### src/rtl/imm_gen_stage_if.sv
// Valid/ready channel bundle for imm_gen_stage: the upstream instruction side and the
// downstream decoded-entry side share one interface. The stage uses the slave view.
interface imm_gen_stage_if #(
   parameter int XLEN = 32
);
   logic            in_valid;
   logic            in_ready;
   logic [31:0]     in_instr;
   logic [XLEN-1:0] in_pc;

   logic            out_valid;
   logic            out_ready;
   logic [31:0]     out_instr;
   logic [XLEN-1:0] out_pc;
   logic [XLEN-1:0] out_imm;
   logic [2:0]      out_fmt;
   logic [XLEN-1:0] out_target;
   logic            out_illegal;

   modport slave (
      input  in_valid, in_instr, in_pc, out_ready,
      output in_ready, out_valid, out_instr, out_pc, out_imm, out_fmt, out_target, out_illegal
   );

   modport master (
      output in_valid, in_instr, in_pc, out_ready,
      input  in_ready, out_valid, out_instr, out_pc, out_imm, out_fmt, out_target, out_illegal
   );
endinterface

### src/rtl/imm_gen_stage.sv
// Decode-stage immediate generator: combinational immediate/format/target decode captured
// into a 2-entry skid buffer behind a valid/ready handshake.
module imm_gen_stage #(
   parameter int XLEN    = 32,
   parameter bit EN_RV64 = (XLEN == 64)
) (
   input  logic          i_clk,
   input  logic          i_rst_n,
   input  logic          i_flush,
   imm_gen_stage_if.slave io_bus
);

   typedef enum logic [2:0] {
      FMT_NONE = 3'd0,
      FMT_I    = 3'd1,
      FMT_S    = 3'd2,
      FMT_B    = 3'd3,
      FMT_U    = 3'd4,
      FMT_J    = 3'd5,
      FMT_Z    = 3'd6
   } fmt_e;

   typedef enum logic [1:0] {
      ST_EMPTY = 2'd0,
      ST_ONE   = 2'd1,
      ST_FULL  = 2'd2
   } state_e;

   typedef struct packed {
      logic [31:0]     instr;
      logic [XLEN-1:0] pc;
      logic [XLEN-1:0] imm;
      fmt_e            fmt;
      logic [XLEN-1:0] target;
      logic            illegal;
   } entry_t;

   localparam logic [6:0] OPC_LOAD      = 7'b0000011;
   localparam logic [6:0] OPC_MISC_MEM  = 7'b0001111;
   localparam logic [6:0] OPC_OP_IMM    = 7'b0010011;
   localparam logic [6:0] OPC_AUIPC     = 7'b0010111;
   localparam logic [6:0] OPC_OP_IMM_32 = 7'b0011011;
   localparam logic [6:0] OPC_STORE     = 7'b0100011;
   localparam logic [6:0] OPC_OP        = 7'b0110011;
   localparam logic [6:0] OPC_LUI       = 7'b0110111;
   localparam logic [6:0] OPC_OP_32     = 7'b0111011;
   localparam logic [6:0] OPC_BRANCH    = 7'b1100011;
   localparam logic [6:0] OPC_JALR      = 7'b1100111;
   localparam logic [6:0] OPC_JAL       = 7'b1101111;
   localparam logic [6:0] OPC_SYSTEM    = 7'b1110011;

   logic [31:0]     w_instr;
   logic [6:0]      w_opcode;
   logic [2:0]      w_funct3;
   logic [XLEN-1:0] w_imm;
   fmt_e            w_fmt;
   logic            w_illegal;
   logic            w_tgt_en;
   entry_t          w_dec;
   logic            w_accept;
   logic            w_drain;

   state_e          r_state;
   logic            r_out_valid;
   logic            r_in_ready;
   entry_t          r_main;
   entry_t          r_skid;

   assign w_instr  = io_bus.in_instr;
   assign w_opcode = w_instr[6:0];
   assign w_funct3 = w_instr[14:12];

   // NOTE: every output gets a default first, so no path through the case can infer a latch.
   always_comb begin
      w_imm     = '0;
      w_fmt     = FMT_NONE;
      w_illegal = 1'b0;
      w_tgt_en  = 1'b0;
      case (w_opcode)
         OPC_LOAD, OPC_JALR, OPC_OP_IMM, OPC_MISC_MEM: begin
            w_fmt = FMT_I;
            w_imm = XLEN'($signed(w_instr[31:20]));
         end
         OPC_OP_IMM_32: begin
            if (EN_RV64) begin
               w_fmt = FMT_I;
               w_imm = XLEN'($signed(w_instr[31:20]));
            end else begin
               w_illegal = 1'b1;
            end
         end
         OPC_STORE: begin
            w_fmt = FMT_S;
            w_imm = XLEN'($signed({w_instr[31:25], w_instr[11:7]}));
         end
         OPC_BRANCH: begin
            w_fmt    = FMT_B;
            w_tgt_en = 1'b1;
            w_imm    = XLEN'($signed({w_instr[31], w_instr[7], w_instr[30:25],
                                      w_instr[11:8], 1'b0}));
         end
         OPC_LUI, OPC_AUIPC: begin
            w_fmt    = FMT_U;
            w_tgt_en = (w_opcode == OPC_AUIPC);
            w_imm    = XLEN'($signed({w_instr[31:12], 12'h000}));
         end
         OPC_JAL: begin
            w_fmt    = FMT_J;
            w_tgt_en = 1'b1;
            w_imm    = XLEN'($signed({w_instr[31], w_instr[19:12], w_instr[20],
                                      w_instr[30:21], 1'b0}));
         end
         OPC_SYSTEM: begin
            // funct3=100 has no SYSTEM encoding; 101..111 are the CSR immediate forms.
            if (w_funct3 == 3'b100) begin
               w_illegal = 1'b1;
            end else if (w_funct3[2]) begin
               w_fmt = FMT_Z;
               w_imm = XLEN'(w_instr[19:15]);
            end else begin
               w_fmt = FMT_I;
               w_imm = XLEN'(w_instr[31:20]);
            end
         end
         OPC_OP: begin
         end
         OPC_OP_32: begin
            w_illegal = !EN_RV64;
         end
         default: begin
            w_illegal = 1'b1;
         end
      endcase
   end

   assign w_dec = '{
      instr:   w_instr,
      pc:      io_bus.in_pc,
      imm:     w_imm,
      fmt:     w_fmt,
      target:  w_tgt_en ? (io_bus.in_pc + w_imm) : '0,
      illegal: w_illegal
   };

   assign w_accept = io_bus.in_valid & r_in_ready;
   assign w_drain  = r_out_valid & io_bus.out_ready;

   // NOTE: sequential state uses non-blocking assignments only, so every flop sees pre-edge values.
   always_ff @(posedge i_clk or negedge i_rst_n) begin
      if (!i_rst_n) begin
         r_state     <= ST_EMPTY;
         r_out_valid <= 1'b0;
         r_in_ready  <= 1'b1;
         // NOTE: the data registers are reset too, because the outputs must read zero in reset.
         r_main      <= '0;
         r_skid      <= '0;
      end else if (i_flush) begin
         r_state     <= ST_EMPTY;
         r_out_valid <= 1'b0;
         r_in_ready  <= 1'b1;
      end else begin
         case (r_state)
            ST_EMPTY: begin
               if (w_accept) begin
                  r_main      <= w_dec;
                  r_out_valid <= 1'b1;
                  r_state     <= ST_ONE;
               end
            end
            ST_ONE: begin
               if (w_accept && !w_drain) begin
                  r_skid     <= w_dec;
                  r_in_ready <= 1'b0;
                  r_state    <= ST_FULL;
               end else if (w_accept && w_drain) begin
                  r_main <= w_dec;
               end else if (w_drain) begin
                  r_out_valid <= 1'b0;
                  r_state     <= ST_EMPTY;
               end
            end
            ST_FULL: begin
               if (w_drain) begin
                  r_main     <= r_skid;
                  r_in_ready <= 1'b1;
                  r_state    <= ST_ONE;
               end
            end
            default: begin
               r_state     <= ST_EMPTY;
               r_out_valid <= 1'b0;
               r_in_ready  <= 1'b1;
            end
         endcase
      end
   end

   assign io_bus.in_ready    = r_in_ready;
   assign io_bus.out_valid   = r_out_valid;
   assign io_bus.out_instr   = r_main.instr;
   assign io_bus.out_pc      = r_main.pc;
   assign io_bus.out_imm     = r_main.imm;
   assign io_bus.out_fmt     = r_main.fmt;
   assign io_bus.out_target  = r_main.target;
   assign io_bus.out_illegal = r_main.illegal;

endmodule

### src/flat_wrapper.sv
// flat-port wrapper written by rule: the top's interface ports become plain ports
module imm_gen_stage_flat 
#(
   parameter int XLEN    = 32,
   parameter bit EN_RV64 = (XLEN == 64)
)
  (i_clk, i_rst_n, i_flush, io_bus_in_valid, io_bus_in_instr, io_bus_in_pc, io_bus_out_ready, io_bus_in_ready, io_bus_out_valid, io_bus_out_instr, io_bus_out_pc, io_bus_out_imm, io_bus_out_fmt, io_bus_out_target, io_bus_out_illegal);
  imm_gen_stage_if #(.XLEN(XLEN)) io_bus_i ();
  input  logic i_clk;
  input  logic i_rst_n;
  input  logic i_flush;
  input wire logic [$bits(io_bus_i.in_valid)-1:0] io_bus_in_valid;
  input wire logic [$bits(io_bus_i.in_instr)-1:0] io_bus_in_instr;
  input wire logic [$bits(io_bus_i.in_pc)-1:0] io_bus_in_pc;
  input wire logic [$bits(io_bus_i.out_ready)-1:0] io_bus_out_ready;
  output wire logic [$bits(io_bus_i.in_ready)-1:0] io_bus_in_ready;
  output wire logic [$bits(io_bus_i.out_valid)-1:0] io_bus_out_valid;
  output wire logic [$bits(io_bus_i.out_instr)-1:0] io_bus_out_instr;
  output wire logic [$bits(io_bus_i.out_pc)-1:0] io_bus_out_pc;
  output wire logic [$bits(io_bus_i.out_imm)-1:0] io_bus_out_imm;
  output wire logic [$bits(io_bus_i.out_fmt)-1:0] io_bus_out_fmt;
  output wire logic [$bits(io_bus_i.out_target)-1:0] io_bus_out_target;
  output wire logic [$bits(io_bus_i.out_illegal)-1:0] io_bus_out_illegal;
  assign io_bus_i.in_valid = io_bus_in_valid;
  assign io_bus_i.in_instr = io_bus_in_instr;
  assign io_bus_i.in_pc = io_bus_in_pc;
  assign io_bus_i.out_ready = io_bus_out_ready;
  assign io_bus_in_ready = io_bus_i.in_ready;
  assign io_bus_out_valid = io_bus_i.out_valid;
  assign io_bus_out_instr = io_bus_i.out_instr;
  assign io_bus_out_pc = io_bus_i.out_pc;
  assign io_bus_out_imm = io_bus_i.out_imm;
  assign io_bus_out_fmt = io_bus_i.out_fmt;
  assign io_bus_out_target = io_bus_i.out_target;
  assign io_bus_out_illegal = io_bus_i.out_illegal;
  imm_gen_stage #(.XLEN(XLEN), .EN_RV64(EN_RV64)) u_core (.i_clk(i_clk), .i_rst_n(i_rst_n), .i_flush(i_flush), .io_bus(io_bus_i));
endmodule
### config.mk
export PLATFORM = sky130hd
export DESIGN_NAME = imm_gen_stage_flat
export DESIGN_NICKNAME = d
export VERILOG_FILES = /design/src/rtl/imm_gen_stage_if.sv /design/src/rtl/imm_gen_stage.sv /design/src/flat_wrapper.sv
export SDC_FILE = /design/constraint.sdc
export NUM_CORES = 1
export LEC_CHECK = 0
export ABC_AREA = 1
export CAP_MARGIN = 5
export CORE_UTILIZATION = 43
export CTS_CLUSTER_DIAMETER = 50
export CTS_CLUSTER_SIZE = 14
export DETAILED_ROUTE_END_ITERATION = 6
export GPL_ROUTABILITY_DRIVEN = 0
export GPL_TIMING_DRIVEN = 0
export PLACE_DENSITY = 0.65
export SLEW_MARGIN = 40
export SYNTH_ARGS = -nofsm -noshare
export SYNTH_HDL_FRONTEND = slang
export SYNTH_SLANG_ARGS = --single-unit
### constraint.sdc
create_clock -name i_clk -period 4.4 [get_ports i_clk]
set_input_delay 1.32 -clock i_clk [delete_from_list [all_inputs] [get_ports i_clk]]
set_output_delay 1.32 -clock i_clk [all_outputs]
set_load 0.03 [all_outputs]
==> impl_results.md, run 1 <==
* Status: completed
* Setup violators final at 0
* First-pass GRT wire length at 73500 um
* Netlist cell types at 41
* Clk pin slew, worst setup/hold paths at 0.06 ns
* # rows at 65
* Number of antenna diodes at 0
* Yosys top cell area share at 0.477
* Post-route DRC at 0
* Gr usage total at 0.286
* Slowest cell on crit path: ha_1
* Synthesis warning total at 0
* TritonRoute pass-1 iters at 6
* Max Freq at 251 MHz
* Crit-path cells: dlymetal6s2s_1 -> inv_2 -> nand2_2 -> nor2_4 -> nand2_1 -> nand2_2 -> nor2_4 -> nand2_2 -> nand2_2 -> o211ai_1 -> buf_4 -> ha_1 -> nand2_1 -> nor2_1 -> inv_1 -> nor3_1 -> nand4_1 -> nand3_1 -> nand2_1 -> nand3_1 -> nand2_1 -> nand2_1 -> nand2_1
* Power Density at 610 mW/mm2
* Syn Inst Count at 1854
* Most area-hungry cell type in the Yosys netlist: dfrtp_1
* WL per Instance at 18.5 um
* Post-synthesis compound-gate area fraction at 0.147
* Initial antenna violation count at 0
* Startpoint Class: input pin
* Sequential power share at 0.365
* Post-route ant nets at 0
* DRT iter0 DRCs at 1285
* IO Count at 203
* Core Area at 0.0318 mm2
* DP Area at 0.0167 mm2
* DR vias/cell at 5.33
* CP Buf/Inv Count at 4
* Power Total at 10.9 mW
* CP Capture Type: flip-flop
* CTS buffer count at 29
* Main combinational cell family by area after synthesis: simple AND/OR/NAND/NOR gates
* Max cap viols at 0
* # port buffers at 201
* Synth Flop Type: dfrtp_1
* Largest net degree at the start of global routing at 65
* Synthesized area per cell at 7.56 um2
* Most frequent cells in the layout: nand2_1, dfrtp_1, clkdlybuf4s50_1, nor2_1, o21ai_0
* Synth Area in Simple Gates at 0.280
* P_int at 6.57 mW
* Core Util, Final at 0.563
* Overflow after GRT at 0
* Fraction of layout cells with a size suffix above 1 at 0.0921
* Aggregate routed wire length at 47400 um
* Final min period at 3.99 ns
* Final Skew at 0.0140 ns
* Peak VDD IR at 0.346 mV
* Post-route cell area at 0.0179 mm2
* Initial core utilization at 0.441
* Syn_nets at 1955
* Die Height at 183 um
* Switch share at 0.399
* Clock latency on the worst-skew pair at 0.55 ns
* Layout Nets at 2210
* Power share of the combinational group at 0.405
* P_sw at 4.36 mW
* Number of global-route vias before repair at 13000
* Least-Margin Pin Slew at 0.841 ns
* Critical Path Max Stage Delay at 0.42 ns
* Commonest non-fill, non-tap cell in the layout: nand2_1
* Non-Filler Instances at 2564
* RSZ-0062 raised after global routing: no
* H-tree depth at 1
* Placed instance count at 2494
* CTS Buffer Depth at 3
* Cell mode on critical path: nand2_1
* Post-synthesis sequential element count at 268
* Pins Over Slew Limit at 0
* Sequential area share after synthesis at 0.479
* Mux cell area share after synthesis at 0
* Crit path required time at 4.84 ns
* Crit Path Class: input pin to flip-flop
* Clk network pwr share at 0.229
* Synthesized cell area at 0.0140 mm2
* Worst hold slack at 0.471 ns
* Hold/Removal Path Class: flip-flop to flip-flop
* Period utilization at 0.907
* CTS tree: done
* Adder-cell share of the synthesized area at 0.0291
* Clk sink count at 268
* Crit Path Max Fanout at 9
* Post-DP HPWL at 36100 um
* Xor and xnor area share after synthesis at 0
* Crit path DAT at 4.43 ns
* Die area at 0.0333 mm2
* Synth-to-Final Area Change at 27.8%
* Post-synth ARST share at 1.00
* Fill cells at 2961
* CTS Root Cell: clkbuf_16
* Largest cells by area after synthesis: dfrtp_1, nand2_1, o21ai_0
* Hold buffer count at CTS at 0
* Leakage at 8.85 nW
* Post-synth EDFFs at 0
* Die width at 183 um
* Family with the most delay on the worst path: simple AND/OR/NAND/NOR gates
* Max-slew headroom at 0.439
* DR vias at 13700
* Final Hold Viols at 0
==> cell usage after synthesis (2+ instances only) <==
| library cell | count |
|---|---|
| nor3_1 | 10 |
| a21oi_1 | 88 |
| nand3_2 | 3 |
| o21ai_0 | 136 |
| nand2_2 | 9 |
| nor2_1 | 165 |
| buf_2 | 41 |
| nor2_4 | 5 |
| o21ai_2 | 12 |
| ha_1 | 31 |
| a21oi_2 | 2 |
| nand4_1 | 8 |
| nand3_1 | 54 |
| buf_6 | 2 |
| clkbuf_1 | 45 |
| inv_1 | 125 |
| buf_4 | 2 |
| nand2_4 | 2 |
| o21ai_1 | 30 |
| o21bai_1 | 6 |
| nand2_1 | 678 |
| o211ai_1 | 11 |
| nand3b_1 | 8 |
| a21o_1 | 4 |
| a31oi_1 | 66 |
| nor3_2 | 2 |
| or2_2 | 8 |
| dfrtp_1 | 267 |
| inv_2 | 7 |
| o21a_1 | 8 |
| nor2_2 | 9 |
==> per-layer routing <==
layer  global-route usage  vias to the layer above  share of wire
met3               0.0419                      103          0.078
met5                    0                        -              0
met4                0.110                        0          0.038
met2                0.464                      561           0.46
li1                     -                     6510              -
met1                0.388                     6489           0.42
==> worst register-to-register path, stage by stage, from the launching register on <==
cell	delay, ns
dfrtp_1	0.40
inv_1	0.10
nor2_2	0.31
clkbuf_1	0.68
clkbuf_1	0.58
a21oi_1	0.15
o21ai_1	0.24
nand2_1	0.08
==> sequential cells by signal, indices dropped and copies added (netlist names) <==
signal / cells
u_core.io_bus.in_ready: 1
u_core.io_bus.out_fmt: 3
u_core.io_bus.out_illegal: 1
u_core.io_bus.out_imm: 32
u_core.io_bus.out_instr: 32
u_core.io_bus.out_pc: 32
u_core.io_bus.out_target: 32
u_core.io_bus.out_valid: 1
u_core.r_skid: 132
u_core.r_state: 2
==> stage by stage <==
step	setup TNS (ns)	setup slack [ns]
CTS	0	0.0146
global placement	-2582.66	-9.58
global route	0	0.129
finish	0	0.410
detailed placement	-26.53	-0.706
floorplan	0	0.655
==> power by group through the flow <==
stage,sequential [mW],combinational (mW),clock [mW]
after global placement,4.01,4.33,0
after CTS,4.00,4.43,2.54
after global routing,4.10,4.80,2.64
after floorplan,4.99,1.53,0
after detailed placement,4.03,4.41,0
final,3.99,4.43,2.51
==> repair_timing <==
item,4_1_cts,5_1_grt
endpoints found under the hold margin,0,0
endpoints found under the setup margin,25,51
pin swaps,6,8
buffers inserted,11,8
gates resized for setup,7,27
==> cells by family (layout without fill, tap and decap cells) <==
family | Yosys count | count (layout)
fa+ha+maj | 32 | 32
buf+inv | 224 | 499
flops | 268 | 268
compound gates | 367 | 367
simple gates | 963 | 963
==> path summary, 6_finish.rpt <==
check	depth (start not counted)	startpoint	slack, ns	to
max in group asynchronous	4	i_rst_n	2.47	u_core.r_skid[26]
worst max-delay path	23	io_bus_in_instr[4]	0.41	u_core.io_bus.out_target[18]
min in group asynchronous	1	i_rst_n	0.67	u_core.io_bus.out_instr[19]
worst min register to register	2	u_core.r_skid[84]	0.47	u_core.r_skid[84]
worst min-delay path	2	u_core.r_skid[84]	0.47	u_core.r_skid[84]
worst max register to register	7	u_core.r_state[1]	1.72	u_core.io_bus.out_imm[0]
==> final cells by class <==
cell class | instances | area, um2 | area share
plain buffers | 91 | 415 | 0.0232
flip-flops and latches | 268 | 6710 | 0.374
clock buffers | 36 | 782 | 0.0436
repair buffers | 224 | 2280 | 0.127
inverters | 133 | 502 | 0.0280
clock inverters | 15 | 196 | 0.0110
well taps | 435 | 544 | 0.0304
multi-input cells | 1362 | 6490 | 0.362
Note: power is estimated with default switching activity, not from simulation.
==> run 2, diff against run 1 <==
--- a/config.mk
+++ b/config.mk
@@ -7,6 +7,7 @@
 export LEC_CHECK = 0
 export ABC_AREA = 1
 export CAP_MARGIN = 5
+export CORE_ASPECT_RATIO = 1.5
 export CORE_UTILIZATION = 43
 export CTS_CLUSTER_DIAMETER = 50
 export CTS_CLUSTER_SIZE = 14
@@ -14,7 +15,7 @@
 export GPL_ROUTABILITY_DRIVEN = 0
 export GPL_TIMING_DRIVEN = 0
 export PLACE_DENSITY = 0.65
-export SLEW_MARGIN = 40
+export SLEW_MARGIN = 20
 export SYNTH_ARGS = -nofsm -noshare
 export SYNTH_HDL_FRONTEND = slang
 export SYNTH_SLANG_ARGS = --single-unit
==> run 2 against run 1 <==
  * Highest routed layer unchanged
  * Setup slack worse by 0.25 ns
  * Largest power group unchanged
  * Clock-buffer cell count is 2 higher
  * Maximum frequency is 5.9% lower
  * Non-clock buffer count is 4 lower
  * Via count is 1.3% higher
  * Register-to-register slack better by 0.02 ns
  * Clock skew is 0.00056 ns lower
  * Flip-flop and latch count stayed put
  * The flow now finishes with violations (DRC)
  * Utilization is 1.0 points lower
==> impl_results.md, run 2 (synthesis results as in run 1) <==
* Status: complete, but fails checks
* Failing checks: DRC
* Met1 Use GR at 0.355 (-0.0328)
* # rows at 80 (+23%)
* Placed instance count at 2468 (-1.0%)
* Crit path DAT at 4.68 ns (+0.25 ns)
* Crit Path Max Fanout at 8 (-1)
* Die width at 149 um (-18%)
* CTS buffer count at 26 (-10%)
* CTS tree: done
* TritonRoute pass-1 iters at 7 (+1)
* Layout Nets at 2203 (-0.32%)
* Non-Filler Instances at 2529 (-1.4%)
* Post-route ant nets at 0 (unchanged)
* Max cap viols at 0 (unchanged)
* Initial antenna violation count at 0 (unchanged)
* Crit-path cells: dlygate4sd2_1 -> nand2_2 -> nor2_4 -> nand2_1 -> inv_1 -> nand2_1 -> o211ai_1 -> buf_4 -> ha_1 -> a21oi_1 -> nand2_1 -> a21oi_1 -> nand2_1 -> nand2_1 -> nand2_1 -> inv_1 -> nand2_1 -> nand3_1 -> nand2_1 -> nand2_1 -> nand2_1
* First-pass GRT wire length at 74700 um (+1.6%)
* Pins Over Slew Limit at 0 (unchanged)
* Final min period at 4.24 ns (+0.249 ns)
* Hold/Removal Path Class: flip-flop to flip-flop
* Final Hold Viols at 0 (unchanged)
* Clk pin slew, worst setup/hold paths at 0.07 ns (about the same)
* Max Freq at 236 MHz (-5.9%)
* Cell mode on critical path: nand2_1
* Setup violators final at 0 (unchanged)
* Least-Margin Pin Slew at 0.809 ns (-0.0320 ns)
* Crit path required time at 4.84 ns (about the same)
* Max-slew headroom at 0.461 (+0.0214)
* DR vias/cell at 5.47 (+2.7%)
* Core Area at 0.0319 mm2 (+0.41%)
* Number of global-route vias before repair at 13300 (+2.9%)
* M2 GR Usage at 0.512 (+0.0477)
* Peak VDD IR at 0.282 mV (-18%)
* Die Height at 223 um (+22%)
* H-tree depth at 1 (unchanged)
* Crit Path Class: input pin to flip-flop
* Slowest cell on crit path: dlygate4sd2_1
* Number of antenna diodes at 0 (unchanged)
* Met3 Use GR at 0.0319 (-0.0100)
* Hold buffer count at CTS at 0 (unchanged)
* Post-DP HPWL at 37400 um (+3.5%)
* Most flops, register: u_core.r_skid
* Fill cells at 3004 (+1.5%)
* Clk sink count at 268 (unchanged)
* CTS Root Cell: clkbuf_16
* Aggregate routed wire length at 48800 um (+3.1%)
* Critical Path Max Stage Delay at 0.33 ns (-0.09 ns)
* Post-route DRC at 1 (+1)
* CP Buf/Inv Count at 4 (unchanged)
* Period utilization at 0.963 (+0.0566)
* Fraction of layout cells with a size suffix above 1 at 0.0854 (-0.00664)
* Clk network pwr share at 0.204 (-0.025)
* Switch share at 0.408 (+0.00924)
* Clock latency on the worst-skew pair at 0.55 ns (about the same)
* Final Skew at 0.0134 ns (-0.000561 ns)
* IO Count at 203 (unchanged)
* # port buffers at 201 (unchanged)
* Synth-to-Final Area Change at 26.0%
* Storage cell area at 0.00671 mm2 (unchanged)
* CP Capture Type: flip-flop
* Gr usage total at 0.295 (+0.00891)
* DR vias at 13800 (+1.3%)
* Worst hold slack at 0.472 ns (+0.000777 ns)
* Startpoint Class: input pin
* P_int at 6.29 mW (-4.3%)
* Family with the most delay on the worst path: simple AND/OR/NAND/NOR gates
* Most Used Layer, Global Route: met2
* P_sw at 4.34 mW (-0.56%)
* Leakage at 8.73 nW (-1.4%)
* RSZ-0062 raised after global routing: no
* CTS Buffer Depth at 3 (unchanged)
* Power Density at 602 mW/mm2 (-1.4%)
* WL per Instance at 19.3 um (+4.5%)
* Overflow after GRT at 0 (unchanged)
* Commonest non-fill, non-tap cell in the layout: nand2_1
* Die area at 0.0333 mm2 (about the same)
* Most frequent cells in the layout: nand2_1, dfrtp_1, clkdlybuf4s50_1, nor2_1, o21ai_0
* Multi-input logic area at 0.00649 mm2 (about the same)
* Initial core utilization at 0.439 (-0.00181)
* Largest net degree at the start of global routing at 72 (+11%)
* DRT iter0 DRCs at 1053 (-18%)
* Max FFs per register at 132 (unchanged)
* Power share of the combinational group at 0.421 (+0.016)
* Sequential power share at 0.375 (+0.010)
[run 2: through the flow]
| stage | setup TNS (ns) | worst slack [ns] | power (mW) | utilization | cell area, um2 |
|---|---|---|---|---|---|
| 4_1_cts | 0 | 0.00803 | 10.7 | 0.548 | 17500 |
| 3_3_place_gp | -2579.87 | -9.58 | 8.40 | 0.518 | 16500 |
| 3_5_place_dp | -28.66 | -0.784 | 8.48 | 0.521 | 16600 |
| 2_1_floorplan | 0 | 0.655 | 6.52 | - | 14000 |
| 6_report | 0 | 0.161 | 10.6 | 0.553 | 17700 |
| 5_1_grt | 0 | 0.000318 | 11.2 | 0.553 | 17700 |
[run 2: power by group through the flow]
stage               clock network, mW  logic [mW]  registers [mW]
finish                           2.17        4.47            3.99
global route                     2.29        4.84            4.09
CTS                              2.19        4.48            3.99
detailed placement                  0        4.46            4.03
global placement                    0        4.39            4.01
floorplan                           0        1.53            4.99
[run 2: final timing paths]
check                                   start                      endpoint  slack [ns]  cells past startpoint
max                        io_bus_in_instr[0]  u_core.io_bus.out_target[31]        0.16                     21
min                         u_core.r_skid[95]             u_core.r_skid[95]        0.47                      2
max reg2reg                 u_core.r_state[1]  u_core.io_bus.out_target[11]        1.74                      6
min reg2reg                 u_core.r_skid[95]             u_core.r_skid[95]        0.47                      2
max in group asynchronous             i_rst_n       u_core.io_bus.out_pc[5]        2.54                      3
min in group asynchronous             i_rst_n      u_core.io_bus.out_pc[21]        0.71                      1
[run 2: routing by layer]
| metal | up-vias | share of wire |
|---|---|---|
| li1 | 6477 | - |
| met1 | 6612 | 0.38 |
| met2 | 615 | 0.50 |
| met3 | 130 | 0.066 |
| met4 | 0 | 0.056 |
| met5 | - | 0 |
[run 2: repair_timing]
action,CTS,global route
setup buffers,6,10
endpoints found under the setup margin,27,46
pin swaps,4,6
resized for setup,9,21
[run 2: worst min-delay path, cell delays in order (launching register included)]
cell and delay, ns:
dfrtp_1 0.34, nand2_1 0.06, nand2_1 0.05
[run 2: area by class of cell]
| cell class | count | area share |
|---|---|---|
| inverters | 133 | 0.0284 |
| repair buffers | 220 | 0.126 |
| clock buffers | 38 | 0.0417 |
| clock inverters | 7 | 0.00368 |
| well taps | 410 | 0.0291 |
| multi-input cells | 1362 | 0.367 |
| plain buffers | 91 | 0.0235 |
| flip-flops and latches | 268 | 0.380 |
==> run 3, diff against run 2 <==
--- a/config.mk
+++ b/config.mk
@@ -5,7 +5,6 @@
 export SDC_FILE = /design/constraint.sdc
 export NUM_CORES = 1
 export LEC_CHECK = 0
-export ABC_AREA = 1
 export CAP_MARGIN = 5
 export CORE_ASPECT_RATIO = 1.5
 export CORE_UTILIZATION = 43
==> run 3 against run 2 <==
  * The flow finishes with violations (setup timing)
  * Flip-flop and latch count stayed put
  * Global-route usage is 0.38 points lower
  * Register-to-register slack worse by 0.52 ns
  * Sequential power fell by 8.0%
  * Combinational power shrank 30%
  * Clock power up 4%
  * Synthesized area fell by 3.7%
  * First-iteration DRC count is 11% higher
  * Power is 15% lower
  * Clock-buffer cell count down 3
  * Critical path type unchanged
  * Highest routed layer unchanged
==> impl_results.md, run 3 <==
* Status: complete, but fails checks
* Failing checks: setup timing
* Die area at 0.0321 mm2 (-3.7%)
* Non-Filler Instances at 2358 (-6.8%)
* Final WS setup at -0.547 ns (-0.708 ns)
* Final min period at 4.95 ns (+0.708 ns)
* Post-DP HPWL at 34400 um (-7.9%)
* Period utilization at 1.12 (+0.161)
* Power share of the combinational group at 0.345 (-0.076)
* Critical Path Max Stage Delay at 0.39 ns (+0.06 ns)
* # port buffers at 202 (+0.50%)
* DR vias at 13200 (-4.4%)
* Worst R2R End: u_core.io_bus.out_instr[5]
* Clock latency on the worst-skew pair at 0.56 ns (about the same)
* Crit Path Max Fanout at 3 (-5)
* Crit path DAT at 5.36 ns (+0.68 ns)
* Least-Margin Pin Slew at 1.10 ns (+0.294 ns)
* Die Height at 219 um (-1.9%)
* Syn Inst Count at 1631 (-12%)
* Clk network pwr share at 0.249 (+0.045)
* H-tree depth at 1 (unchanged)
* Die width at 147 um (-1.9%)
* Layout Nets at 2035 (-7.6%)
* RSZ-0062 raised after global routing: yes
* Core Area at 0.0309 mm2 (-3.1%)
* Max Freq at 202 MHz (-14%)
* DRT iter0 DRCs at 1173 (+11%)
* Most area-hungry cell type in the Yosys netlist: dfrtp_1
* Post-route cell area at 0.0184 mm2 (+4.1%)
* Synthesized area per cell at 8.27 um2 (+9.5%)
* Yosys top cell area share at 0.495 (+0.0184)
* Aggregate routed wire length at 47500 um (-2.8%)
* Initial core utilization at 0.436 (-0.00275)
* CTS Root Cell: clkbuf_16
* P_sw at 3.37 mW (-22%)
* CP Buf/Inv Count at 4 (unchanged)
* CP Capture Type: flip-flop
* Final Skew at 0.0159 ns (+0.00252 ns)
* Number of global-route vias before repair at 12700 (-4.6%)
* Final Hold Viols at 0 (unchanged)
* Clk sink count at 268 (unchanged)
* Post-synth EDFFs at 0 (unchanged)
* Syn_nets at 1732 (-11%)
* Hold Crit Start: u_core.r_skid[4]
* Post-synthesis sequential element count at 268 (unchanged)
* Reg2reg setup slack at 1.22 ns (-0.52 ns)
* Largest net degree at the start of global routing at 94 (+31%)
* Clk pin slew, worst setup/hold paths at 0.07 ns (about the same)
* Post-route DRC at 0 (-1)
* Max cap viols at 0 (unchanged)
* Sequential power share at 0.406 (+0.031)
* Pins Over Slew Limit at 0 (unchanged)
* Synthesized cell area at 0.0135 mm2 (-3.7%)
* Synth top cells by count: nand2_1, dfrtp_1, nor2_1, clkbuf_1, a21oi_1
* Startpoint Class: input pin
* CTS buffer count at 27 (+3.8%)
* IO Count at 203 (unchanged)
* CTS tree: done
* Hold Path Sink: u_core.r_skid[4]
* Fill cells at 2740 (-8.8%)
* Crit-path cells: buf_8 -> buf_8 -> and3b_2 -> o21ai_2 -> a21oi_2 -> a21o_1 -> buf_4 -> a222oi_1 -> inv_1 -> ha_2 -> fa_2 -> a21o_1 -> a221oi_4 -> o31ai_4 -> or2_1 -> a31o_4 -> a31oi_4 -> mux2i_4 -> o21ai_2
* Family with the most delay on the worst path: compound AO/OA/AOI/OAI gates
* Core Util, Final at 0.594 (+0.0409)
* Leakage at 8.46 nW (-3.1%)
* Crit Path Class: input pin to flip-flop
* DR vias/cell at 5.61 (+2.5%)
* Commonest non-fill, non-tap cell in the layout: nand2_1
* DP Area at 0.0162 mm2 (-2.6%)
* Setup violators final at 42 (+42)
* TritonRoute pass-1 iters at 6 (-1)
* Initial antenna violation count at 1 (+1)
* Netlist cell types at 56 (+37%)
* Gr usage total at 0.292 (-0.00383)
* Switch share at 0.373 (-0.0355)
* Placed instance count at 2240 (-9.2%)
* Post-route ant nets at 0 (unchanged)
* Largest cells by area after synthesis: dfrtp_1, nand2_1, nor2_1
* CTS Buffer Depth at 3 (unchanged)
* Hold/Removal Path Class: flip-flop to flip-flop
* WL per Instance at 20.1 um (+4.3%)
* Cell with the most instances after synthesis: nand2_1
* Hold path depth at 2 (unchanged)
* Peak VDD IR at 0.280 mV (-0.84%)
* RR Startpoint: u_core.io_bus.in_ready
* Overflow after GRT at 0 (unchanged)
* Hold buffer count at CTS at 0 (unchanged)
* First-pass GRT wire length at 72000 um (-3.6%)
* Fraction of layout cells with a size suffix above 1 at 0.138 (+0.0529)
* Worst hold slack at 0.472 ns (+0.000167 ns)
* Max-slew headroom at 0.265 (-0.196)
* Crit path required time at 4.81 ns (-0.03 ns)
* Synth Flop Type: dfrtp_1
* Synthesis warning total at 0 (unchanged)
* Sequential area share after synthesis at 0.497 (+0.0185)
* # rows at 79 (-1.3%)
* Power Density at 492 mW/mm2 (-18%)
* Most frequent cells in the layout: nand2_1, dfrtp_1, clkdlybuf4s50_1, nor2_1, clkbuf_1
* Post-synth ARST share at 1.00 (unchanged)
* Slowest cell on crit path: a222oi_1
* P_int at 5.67 mW (-9.8%)
* Synth-to-Final Area Change at 36.2%
* Max FFs per register at 132 (unchanged)
* Worst-case reg-to-reg path depth at 7 (+1)
* Most flops, register: u_core.r_skid
* Setup tns final at -11.23 ns (-11.23 ns)
run 3: changes by cell type after synthesis, moves of 11 or more:
cell and change:
a211oi_1 +16, a21oi_1 +17, buf_2 -39, nand2_1 -193
a31oi_1 +23, inv_1 -92, a21o_1 +24, and3_1 +18
o21ai_1 -28, clkbuf_1 +62, xnor2_1 +15, o21ai_0 -47
o21ai_2 -12, xor2_1 +11
run 3: power by group through the flow:
stage	Combinational (mW)	Sequential, mW	Clock [mW]
3_3_place_gp	2.97	3.69	0
6_report	3.12	3.67	2.25
5_1_grt	3.35	3.74	2.39
2_1_floorplan	0.964	4.37	0
3_5_place_dp	3.02	3.70	0
4_1_cts	3.08	3.66	2.30
run 3: cell type report:
class,instances,area [um2],share of cell area
Antenna cell,1,2.50,0.000136
Inverter,33,128,0.00695
Multi-Input combinational cell,1217,7060,0.384
Clock buffer,35,726,0.0395
Sequential cell,268,6710,0.365
Clock inverter,12,121,0.00661
Tap cell,405,507,0.0276
Timing Repair Buffer,280,2680,0.146
Buffer,107,443,0.0241
run 3: logic make-up after synthesis:
group,synth area share
xor gates and xnor gates,0.0169
muxes,0.00955
AOI/OAI and AO/OA,0.174
buffers and inverters,0.0408
and+or+nand+nor,0.232
DFF,0.497
adders and majority gates,0.0302
run 3: worst min-delay path, delay by kind of cell, from the launching register on:
kind             cells  cell delay [ns]
flip-flops           1             0.34
AND/OR/NAND/NOR      2             0.10
run 3: repair_timing:
action | CTS | global route
pin swaps | 42 | 63
gates resized for setup | 109 | 101
setup endpoints to repair | 61 | 52
setup buffers | 51 | 28
run 3: per-stage QoR:
step / setup slack [ns] / power, mW
finish: -0.547 / 9.04
global route: -0.696 / 9.48
CTS: -0.357 / 9.03
detailed placement: -2.28 / 6.72
global placement: -9.53 / 6.66
floorplan: -0.551 / 5.33
run 3: worst max-delay path by stage:
| stage | end | from | slack, ns | cells past startpoint |
|---|---|---|---|---|
| 4_1_cts | u_core.io_bus.out_target[26] | io_bus_in_instr[2] | -0.36 | 19 |
| 5_1_grt | u_core.r_skid[31] | io_bus_in_instr[2] | -0.70 | 19 |
| 3_5_place_dp | u_core.r_skid[17] | io_bus_in_instr[3] | -2.28 | 18 |
| 3_3_place_gp | u_core.io_bus.out_pc[6] | i_rst_n | -9.53 | 1 |
| 2_1_floorplan | u_core.io_bus.out_target[26] | io_bus_in_instr[2] | -0.55 | 17 |
| 6_report | u_core.r_skid[17] | io_bus_in_instr[2] | -0.55 | 19 |
run 3: metal layers:
metal  part of all wire  vias up  track usage
met1               0.38     6338        0.346
met5                  0        -            0
met3              0.064      167       0.0424
met4              0.062        0        0.172
li1                   -     6132            -
met2               0.49      587        0.502
